### src/rtl/score_display_scanner.sv
// Binary score to BCD (shift-add-3) with a time-multiplexed, leading-zero-blanked
// glyph output for a single-digit decoder.
module score_display_scanner #(
   parameter int         NUM_DIGITS = 4,
   parameter int         SCORE_W    = 14,
   parameter int         SCAN_DIV   = 1000,
   parameter logic [7:0] BLANK_CODE = 8'd34,
   parameter logic [7:0] DASH_CODE  = 8'd36
) (
   input  logic                  clk,
   input  logic                  rst_n,
   input  logic                  score_valid,
   input  logic [SCORE_W-1:0]    score,
   output logic                  busy,
   output logic                  overflow,
   output logic [7:0]            SingleGraphic,
   output logic [NUM_DIGITS-1:0] digit_sel
);

   localparam int BCD_W = 4 * NUM_DIGITS;
   localparam int CNT_W = $clog2(SCORE_W + 1);
   localparam int PRE_W = (SCAN_DIV > 1) ? $clog2(SCAN_DIV) : 1;
   localparam int IDX_W = (NUM_DIGITS > 1) ? $clog2(NUM_DIGITS) : 1;

   function automatic logic [63:0] pow10(input int n);
      logic [63:0] r;
      r = 64'd1;
      for (int i = 0; i < n; i++) r = r * 64'd10;
      return r;
   endfunction

   localparam logic [63:0] MAX_SCORE = pow10(NUM_DIGITS) - 64'd1;

   function automatic logic [BCD_W-1:0] add3(input logic [BCD_W-1:0] v);
      logic [BCD_W-1:0] r;
      r = v;
      for (int d = 0; d < NUM_DIGITS; d++)
         if (v[4*d +: 4] >= 4'd5) r[4*d +: 4] = v[4*d +: 4] + 4'd3;
      return r;
   endfunction

   typedef enum logic [1:0] {IDLE, CONVERT, COMMIT} state_t;

   state_t             state, nextState;
   logic [SCORE_W-1:0] binReg;
   logic [BCD_W-1:0]   bcdReg;
   logic [BCD_W-1:0]   dispBuf;
   logic [CNT_W-1:0]   bitCnt;
   logic               pendOvf;
   logic               scoreTooBig;
   logic [PRE_W-1:0]   prescaler;
   logic [IDX_W-1:0]   digitIdx;
   logic               upperZero;
   logic [3:0]         curDigit;
   logic [7:0]         glyph;

   assign scoreTooBig = 64'(score) > MAX_SCORE;

   always_ff @(posedge clk or negedge rst_n) begin
      if (!rst_n) state <= IDLE;
      else        state <= nextState;
   end

   always_comb begin
      nextState = state;
      case (state)
         IDLE:    if (score_valid) nextState = scoreTooBig ? COMMIT : CONVERT;
         CONVERT: if (bitCnt == '0) nextState = COMMIT;
         COMMIT:  nextState = IDLE;
         default: nextState = IDLE;
      endcase
   end

   // Out-of-range scores leave the buffer alone; the overflow flag alone drives the dashes.
   always_ff @(posedge clk or negedge rst_n) begin
      if (!rst_n) begin
         binReg   <= '0;
         bcdReg   <= '0;
         dispBuf  <= '0;
         bitCnt   <= '0;
         pendOvf  <= 1'b0;
         busy     <= 1'b0;
         overflow <= 1'b0;
      end else begin
         case (state)
            IDLE: if (score_valid) begin
               busy    <= 1'b1;
               binReg  <= score;
               bcdReg  <= '0;
               bitCnt  <= CNT_W'(SCORE_W - 1);
               pendOvf <= scoreTooBig;
            end
            CONVERT: begin
               {bcdReg, binReg} <= {add3(bcdReg), binReg} << 1;
               bitCnt           <= bitCnt - CNT_W'(1);
            end
            COMMIT: begin
               if (!pendOvf) dispBuf <= bcdReg;
               overflow <= pendOvf;
               busy     <= 1'b0;
            end
            default: ;
         endcase
      end
   end

   always_ff @(posedge clk or negedge rst_n) begin
      if (!rst_n) begin
         prescaler <= '0;
         digitIdx  <= '0;
      end else if (prescaler == PRE_W'(SCAN_DIV - 1)) begin
         prescaler <= '0;
         digitIdx  <= (digitIdx == IDX_W'(NUM_DIGITS - 1)) ? '0 : digitIdx + IDX_W'(1);
      end else begin
         prescaler <= prescaler + PRE_W'(1);
      end
   end

   // A digit is blank only when it and every more-significant digit are zero.
   always_comb begin
      upperZero = 1'b1;
      curDigit  = '0;
      for (int d = 0; d < NUM_DIGITS; d++) begin
         if (IDX_W'(d) >= digitIdx && dispBuf[4*d +: 4] != 4'd0) upperZero = 1'b0;
         if (IDX_W'(d) == digitIdx) curDigit = dispBuf[4*d +: 4];
      end
      if (overflow)                          glyph = DASH_CODE;
      else if (digitIdx != '0 && upperZero)  glyph = BLANK_CODE;
      else                                   glyph = {4'd0, curDigit};
   end

   always_ff @(posedge clk or negedge rst_n) begin
      if (!rst_n) begin
         digit_sel     <= NUM_DIGITS'(1);
         SingleGraphic <= 8'd0;
      end else begin
         digit_sel     <= NUM_DIGITS'(1) << digitIdx;
         SingleGraphic <= glyph;
      end
   end

endmodule

### config.mk
export PLATFORM = sky130hd
export DESIGN_NAME = score_display_scanner
export DESIGN_NICKNAME = d
export VERILOG_FILES = /design/src/rtl/score_display_scanner.sv
export SDC_FILE = /design/constraint.sdc
export NUM_CORES = 1
export LEC_CHECK = 0
export CORE_MARGIN = 5
export CORE_UTILIZATION = 25
export CTS_CLUSTER_SIZE = 20
export DETAILED_ROUTE_END_ITERATION = 7
export PLACE_DENSITY = 0.45
export SYNTH_ARGS = -nofsm -noshare
export SYNTH_HDL_FRONTEND = slang
export SYNTH_SLANG_ARGS = --single-unit
export TNS_END_PERCENT = 1
### constraint.sdc
create_clock -name clk -period 2.21 [get_ports clk]
set_input_delay 0.442 -clock clk [delete_from_list [all_inputs] [get_ports clk]]
set_output_delay 0.442 -clock clk [all_outputs]
set_load 0.005 [all_outputs]
==> results.toml <==
[outcome]
status = "complete, no violations"

[synth]
postSynthRegisterBits = 76
netlist_instances = 345
synthDistinctLibCells = 46
ys_seq_area_frac = 0.5289
synth-warning-count = 0
synth-main-ff-cell = "dfrtp_1"
ys_async_sr_fraction = 1.000
synth_area_mm2 = 0.003598
synth-edff-count = 0
synth_area_per_cell_um2 = 10.43

[routing]
drc_errors = 0
drtIter0Drc = 148
dr.pass1.iters = 4
wl_per_cell_um = 13.04
ant_nets = 0
vias_per_cell = 4.532
wirelength_mm = 7.329
vias = 2547

[setup_path]
crit_path_start_kind = "flip-flop"
worstPathCellList = "clkdlybuf4s50_1"
r2r_slack_ns = 0.48
rr_startpoint = "prescaler[0]"
cp_max_fo = 7
slowest_delay_ns = 0.57
cp-end-kind = "primary output"
cp_top_family = "buffers and inverters"
crit_buf_inv = 1
crit_required_ns = 1.77
cp.arrival_ns = 1.38
critPathKind = "flip-flop to primary output"
cp_slowest_cell = "clkdlybuf4s50_1"
reg2regPathDepth = 5
timing.rr.end = "digitIdx[1]"

[finish]
multiInputGateArea_mm2 = 0.001551
finalNetCount = 409
seqCellArea_mm2 = 0.001903
fill_cells = 1478
diodes = 0
drive_gt1_frac = 0.1257
fin_util = 0.3150
final_cells = 562
area_growth_pct = 22.46

[cts]
hold_buffers = 0
cts_max_level = 3
cts_resized = 0
clock_path_buffers = 2
clkTransAtPathRegs_ns = 0.06
clock-root-buffer = "clkbuf_16"
worstSkewPairLatency_ns = 0.33
numCtsBuffers = 9
cts_tree = "done"
postCtsSetupRepairBufs = 0
clock_sinks = 76

[global_route]
top_usage_layer = "met2"
grt_max_degree = 40
grt_usage = 0.09868
antenna_found_initial = 0
grtUsageMet2 = 0.1423
globalRouteMet3Util = 0.02988
grt_pass1_vias = 2578
grt_overflow = 0
grt_first_pass_wirelength_mm = 13.08
use_met1 = 0.1376

[placed_design]
hpwl_mm = 5.200
numPortBuffers = 27
dp.cells = 546
gp_congestion = 0.7287

[timing]
slew_violations = 0
finalHoldViolCount = 0
rsz0062_at_grt = "false"
setup_viol = 0
post-route-period-util = 0.8261
fin_setup_tns_ns = 0
max_freq_mhz = 547.7
clock_skew_ns = 0.007388
fin_crit_ns = 1.826

[floorplanning]
start_util = 0.2572
die_area_mm2 = 0.01689
ios = 31
rows = 43
die_w_um = 130.0
core_area_mm2 = 0.01399
die_h_um = 130.0

[pwr]
p_leak_nw = 1.898
vdd_drop_max_mv = 0.4630
power_density_mw_per_mm2 = 1157

[run]
max-cap-violations = 0

[worst_hold_path]
worstHoldPathType = "primary input to async pin"
cell families after synthesis:
kind of cell,after synthesis,synth area share
fa+ha+maj,15,0.05216
buf+inv,32,0.04207
other cells,1,0.001042
simple gates,122,0.1627
xor+xnor,12,0.02921
mux,17,0.05320
compound gates,70,0.1307
flops,76,0.5289
cell usage in the layout (no fill, tap or decap), drive strengths merged, types with 5 or more instances in the layout:
master,synthesis,routed
xnor2,8,8
inv,16,16
clkdlybuf4s50,0,26
o21ai,10,10
dfrtp,75,75
nor2b,5,5
a31oi,15,15
a21oi,11,11
ha,15,15
nand2,47,47
clkbuf,7,10
nor4,6,6
o22ai,7,7
buf,9,9
nand2b,8,8
nand3,9,9
nor2,30,30
mux2,17,17
cell usage after synthesis (8+ instances only):
| cell | instances | area, um^2 |
|---|---|---|
| nand3_1 | 9 | 45.04 |
| xnor2_1 | 8 | 70.07 |
| dfrtp_1 | 75 | 1877 |
| inv_1 | 16 | 60.06 |
| a31oi_1 | 15 | 93.84 |
| ha_1 | 15 | 187.7 |
| a21oi_1 | 11 | 55.05 |
| mux2_2 | 17 | 191.4 |
| nand2b_1 | 8 | 50.05 |
| nand2_1 | 47 | 176.4 |
| o21ai_0 | 10 | 50.05 |
| nor2_1 | 28 | 105.1 |
final cells by class:
class | instances | share of cell area
clock inverter | 6 | 0.01988
inverter | 16 | 0.01363
sequential | 76 | 0.4319
multi-input combinational | 239 | 0.3521
tap | 180 | 0.05111
clock buffer | 10 | 0.05423
timing repair buffer | 35 | 0.07723
sequential cells by signal, indices dropped and copies added, names as in the netlist:
register,flops
overflow,1
state,2
pendOvf,1
binReg,14
bitCnt,4
bcdReg,16
digitIdx,2
busy,1
digit_sel,4
prescaler,10
SingleGraphic,5
dispBuf,16
where the power goes:
group	switching (mW)	internal (mW)
sequential	0.302	1.77
combinational	0.746	0.687
clock	0.576	1.02
total	1.62	3.47
worst max path at each step:
| stage | start | end | slack [ns] | cells past startpoint |
|---|---|---|---|---|
| after floorplan | prescaler[0] | digitIdx[1] | 0.65 | 5 |
| after global placement | score[6] | pendOvf | 0.42 | 5 |
| after detailed placement | score_valid | binReg[4] | 0.40 | 6 |
| after CTS | overflow | overflow | 0.35 | 1 |
| after global routing | digitIdx[0] | SingleGraphic[0] | 0.27 | 5 |
| final | overflow | overflow | 0.38 | 1 |
per-layer routing:
layer,part of all wire,routed length (um),vias to the layer above
met5,0,0,-
met4,0.020,144,0
met3,0.037,268,11
met2,0.42,3050,45
met1,0.53,3866,1220
li1,-,-,1271
metrics by stage:
stage | total power, mW | hold WS, ns | area, um^2 | setup slack [ns]
6_report | 5.097 | 0.06192 | 4407 | 0.3843
5_1_grt | 5.505 | 0.1027 | 4407 | 0.2666
4_1_cts | 5.189 | 0.07964 | 4407 | 0.3484
3_3_place_gp | 3.537 | 0.4435 | 4080 | 0.4172
3_5_place_dp | 3.568 | 0.4433 | 4080 | 0.4041
2_1_floorplan | 3.030 | 0.1464 | 3606 | 0.6504
Power figures use the tool's default switching activity.
